`src/rtl/serial_mag_cmp_ctrl.sv`:
```
// serial_mag_cmp_ctrl: MSB-first bit-serial unsigned magnitude compare with early exit on first mismatch.
module serial_mag_cmp_ctrl #(
    parameter int WIDTH = 8,
    localparam int CW = $clog2(WIDTH) + 1
) (
    input  logic             clk,
    input  logic             rst,
    input  logic             start,
    input  logic [WIDTH-1:0] a,
    input  logic [WIDTH-1:0] b,
    output logic             busy,
    output logic             done,
    output logic             gt,
    output logic             eq,
    output logic             lt,
    output logic [CW-1:0]    bits_checked
);
    typedef enum logic [1:0] {IDLE, SCAN, DONE} state_t;
    state_t state;
    logic [WIDTH-1:0] sa, sb;
    logic ma, mb;
    assign ma = sa[WIDTH-1];
    assign mb = sb[WIDTH-1];
    always_ff @(posedge clk) begin
        if (rst) begin
            state <= IDLE;
            sa <= '0;
            sb <= '0;
            busy <= 1'b0;
            done <= 1'b0;
            gt <= 1'b0;
            eq <= 1'b0;
            lt <= 1'b0;
            bits_checked <= '0;
        end else begin
            case (state)
                IDLE: if (start) begin
                    state <= SCAN;
                    sa <= a;
                    sb <= b;
                    busy <= 1'b1;
                    gt <= 1'b0;
                    eq <= 1'b0;
                    lt <= 1'b0;
                    bits_checked <= '0;
                end
                SCAN: begin
                    bits_checked <= bits_checked + CW'(1);
                    // finish on the first differing bit, or on the LSB when all bits matched
                    if (ma != mb || bits_checked == CW'(WIDTH - 1)) begin
                        state <= DONE;
                        busy <= 1'b0;
                        done <= 1'b1;
                        gt <= ma & ~mb;
                        eq <= ~(ma ^ mb);
                        lt <= ~ma & mb;
                    end else begin
                        sa <= sa << 1;
                        sb <= sb << 1;
                    end
                end
                default: begin
                    state <= IDLE;
                    done <= 1'b0;
                end
            endcase
        end
    end
endmodule

```
`config.mk`:
```
export PLATFORM = sky130hd
export DESIGN_NAME = serial_mag_cmp_ctrl
export DESIGN_NICKNAME = d
export VERILOG_FILES = /design/src/rtl/serial_mag_cmp_ctrl.sv
export SDC_FILE = /design/constraint.sdc
export NUM_CORES = 1
export LEC_CHECK = 0
export BUFFER_PORTS_ARGS = -buffer_cell sky130_fd_sc_hd__buf_2
export CORE_ASPECT_RATIO = 1.1
export CORE_UTILIZATION = 59
export CTS_BUF_LIST = sky130_fd_sc_hd__clkbuf_8
export DETAILED_ROUTE_END_ITERATION = 12
export PLACE_DENSITY = 0.86
export SYNTH_ARGS = -nofsm -noshare
export SYNTH_HDL_FRONTEND = slang
export SYNTH_SLANG_ARGS = --single-unit
```
`constraint.sdc`:
```
create_clock -name clk -period 4.1 [get_ports clk]
set_input_delay 0.82 -clock clk [delete_from_list [all_inputs] [get_ports clk]]
set_output_delay 0.82 -clock clk [all_outputs]
set_load 0.02 [all_outputs]
```
# [After elaboration in Yosys (flattened, before gate mapping)]
# Cells that the tools add are included.
[classes] muxes=23 reduce_logical=8 bitwise=7 eq_ne=6 n_addsub=1
[ops] op="2-to-1 mux 8 bit" count=4
[ops] op="case mux 8 bit (2 select lines)" count=2
[ops] op="case mux 1 bit (2 select lines)" count=5
[ops] op="case mux 4 bit (2 select lines)" count=1
[ops] op="2-to-1 mux 1 bit" count=7
[ops] op="inequality test 2 bit (second input constant)" count=3
[ops] op="AND reduction 2 bit" count=3
[ops] op="AND reduction 3 bit" count=2
[ops] op="adder 4 x 1 -> 4 bit (second input constant)" count=1
[ops] op="equality test 4 x 3 -> 1 bit (second input constant)" count=1
[ops] op="2-to-1 mux 2 bit" count=2
[ops] op="2-to-1 mux 4 bit" count=1
[ops] op="inverter 1 bit" count=4
[ops] op="case mux 2 bit (2 select lines)" count=1
[ops] op="AND 1 bit" count=2
[ops] op="equality test 2 x 1 -> 1 bit (second input constant)" count=1
[ops] op="logical NOT 2 bit" count=1
[ops] op="nonzero test 2 bit" count=1
[ops] op="logical OR 1 bit" count=1
[ops] op="inequality test 1 bit" count=1
[ops] op="XOR 1 bit" count=1
[totals] register_bits=27

# [Longest topological paths before layout]
[logic_depth] depth_word=4 ltp_mapped=6 mapped_depth_nobuf=5

# [Least setup slack after synthesis]
# OpenSTA, ideal clock, no wires.
[synth_path] path_kind="input-to-reg" from="input port rst" to="register sa[1]" path_slack_ps=2289 required_ps=4032 arrival_ps=1744 stages=5 cell_sequence="buf_2 nor4b_2 a31oi_2 buf_6 o2bb2ai_2"
[synth_rtl] item="start, declared" line_no="7" source="input logic rst,"
[synth_rtl] item="end signal, assigned" line_no="58" source="sa <= sa << 1;"
[synth_rtl] item="end, declared" line_no="20" source="logic [WIDTH-1:0] sa, sb;"

==> run_results.csv <==
group,metric,value,unit
placed_design,pre_cts_slack,1870,ps
critical_path,r2r_end,"sb[4]",
logic_synthesis,ys_top_cells_by_area,"dfxtp_1 43%, mux2i_1 12%, o2bb2ai_2 12%, ha_1 3.0%, a22o_1 2.8%",
route,viasPerCell,5.61,
floorplan,io_pins,28,
logic_synthesis,synth_fp_nets,126,
sta,min_period_over_period,48.3,%
layout,final_cell_mix,"27 x dfxtp_1, 27 x buf_2, 15 x mux2i_1",
critical_path,cp.arrival,2100,ps
hold_path,hp-class,"reg -> reg",
clocking,cts_buffers,3,
grt,grt_max_degree,17,
layout,antenna_cells,0,
run,cap_violations,0,
critical_path,cp_max_fo,15,
sta,clock_skew,2.94,ps
sta,slew_headroom,31.3,%
critical_path,critical_path_class,"in -> reg",
logic_synthesis,seq_area_frac_synth,42.5,%
logic_synthesis,async_flop_share,0,%
critical_path,r2r_start,"bits_checked[0]",
critical_path,crit_path_start_kind,"input port",
clocking,cts_resized,0,
grt,grt_util_all_layers,22.9,%
pwr,p_leak,0.698,nW
logic_synthesis,avgSynthCellArea,12.2,µm²
critical_path,reg2reg_depth,4,
pwr,ir_drop,0.000311,V
logic_synthesis,synth-edff-count,0,
layout,syn_to_final_growth,12.9,%
logic_synthesis,ys_ff_latch,27,
floorplan,core-area,2020,µm²
placed_design,port_buffers,27,
grt,antenna_found_initial,0,
sta,fin_ws,2120,ps
critical_path,required,4220,ps
clocking,cts-hold-fix-buffers,0,
sta,rsz0062_at_grt,"no",
grt,grt_pass1_wl,3870,µm
placed_design,hpwl,1630,µm
sta,fin_setup_tns,0,ps
grt,grt_pass1_vias,865,
run_status,status,"completed",
floorplan,initial_core_util,62.9,%
layout,nNetsFinal,152,
route,drt-total-wl,2250,µm
logic_synthesis,yosysTopAreaCell,"dfxtp_1",
clocking,htreeDepth,1,
sta,layout_min_cycle_time,1980,ps
floorplan,die_h,50.7,µm
floorplan,die_area,2340,µm²
logic_synthesis,synthCells,104,
pwr,total_power,0.000659,W
sta,finalSetupViolCount,0,
layout,drive_above_1_share,36.4,%
route,drt-initial-drc-count,13,
route,vias,880,
sta,slew_violations,0,
route,routedWlPerCell,14.4,µm
pwr,powerDensity,459,nW/µm²
route,first_pass_iters,4,
layout,nFillCells,157,
critical_path,worstPathCellList,"buf_2 > nor3b_1 > a31oi_2 > o2bb2ai_1",
grt,grt-ovfl-total,0,
clocking,clock-root-buffer,"clkbuf_8",
sta,timing_worst_slew_pin_value,1030,ps
critical_path,max_stage_delay,850,ps
route,drc,0,
placed_design,place_congestion,0.775,
sta,max_freq,0.505,GHz
clocking,cts_buffer_depth,2,
logic_synthesis,synth_top_area_share,42.5,%
clocking,post-cts-setup-buffers,0,
clocking,cts_tree,"built",
logic_synthesis,netlist_area,1270,µm²
logic_synthesis,yosysUniqueCellTypes,32,
logic_synthesis,yosysWarnings,0,
critical_path,crit_path_start,"rst",
critical_path,endpoint,"sb[4]",
floorplan,die_width,46.3,µm
clocking,clk_latency,260,ps
clocking,clk_pin_slew_worst_paths,80,ps
critical_path,rrSetupSlack,2170,ps
sta,hold_viol,0,
route,final_antenna_net_count,0,
critical_path,endpoint_kind,"register",
clocking,clock-sinks,27,
floorplan,fp-row-count,17,
logic_synthesis,synthFlopType,"dfxtp_1",
critical_path,crit_slowest_cell,"a31oi_2",
## synth_stat cells, types with 2 or more instances
cell       instances
dfxtp_1           27
mux2i_1           15
o2bb2ai_2         10
nor2_1             5
a22o_1             4
o2bb2ai_1          4
buf_6              3
ha_1               3
inv_1              3
nor3b_1            3
a21o_1             2
a21oi_1            2
a32o_1             2
buf_2              2
nor2b_1            2
## worst min path at each step
stage,from,to,slack (ps),cells after the start
6_report,done,done,450,1
5_1_grt,sb[6],sb[6],490,1
4_1_cts,done,done,460,1
3_5_place_dp,done,done,440,1
3_3_place_gp,done,done,430,1
2_1_floorplan,sb[2],sb[2],430,1
## worst max-delay path: cells and delay by family
kind,cells,cell delay (ps)
AOI/OAI and AO/OA,2,960
buffers and inverters,1,210
and+or+nand+nor,1,110
## where the power goes
part	switching [W]	internal, W
Sequential	0.0000332	0.000302
Clock	0.0000753	0.0000670
Combinational	0.000101	0.0000808
Total	0.000209	0.000450
## logic make-up after synthesis
family | Yosys count | share of synthesized area (%)
buf+inv | 10 | 5.22
simple gates | 17 | 9.55
fa+ha+maj | 3 | 2.95
mux | 16 | 12.7
flops | 27 | 42.5
compound gates | 31 | 27.1
## routing by layer
metal | vias to the layer above | part of all wire [%] | GRT usage (%) | wire length [µm]
met5 | - | 0 | 0 | 0
met4 | 0 | 1.3 | 10.3 | 30
met3 | 4 | 3.2 | 3.60 | 72
met2 | 18 | 47 | 35.4 | 1060
met1 | 413 | 48 | 30.4 | 1090
li1 | 445 | - | - | -
## area by class of cell
| type | count | area, µm² | share of cell area, % |
|---|---|---|---|
| Timing Repair Buffer | 27 | 135 | 9.42 |
| Multi-Input combinational cell | 67 | 664 | 46.3 |
| Clock buffer | 3 | 41.3 | 2.88 |
| Sequential cell | 27 | 541 | 37.7 |
| Clock inverter | 1 | 3.75 | 0.262 |
| Tap cell | 28 | 35.0 | 2.44 |
| Inverter | 4 | 15.0 | 1.05 |
## flip-flops by register name, indices dropped and copies added (netlist names)
signal,cells
gt,1
sa,8
sb,8
busy,1
state,2
lt,1
bits_checked,4
done,1
eq,1
## per-stage QoR
stage	hold WS, ps	std cells	utilization, %	instance area, µm²
2_1_floorplan	432	104	-	1270
3_3_place_gp	433	153	68.8	1390
3_5_place_dp	437	153	68.8	1390
4_1_cts	459	157	71.0	1440
5_1_grt	491	157	71.0	1440
6_report	454	157	71.0	1440
Note: power is estimated with default switching activity, not from simulation.
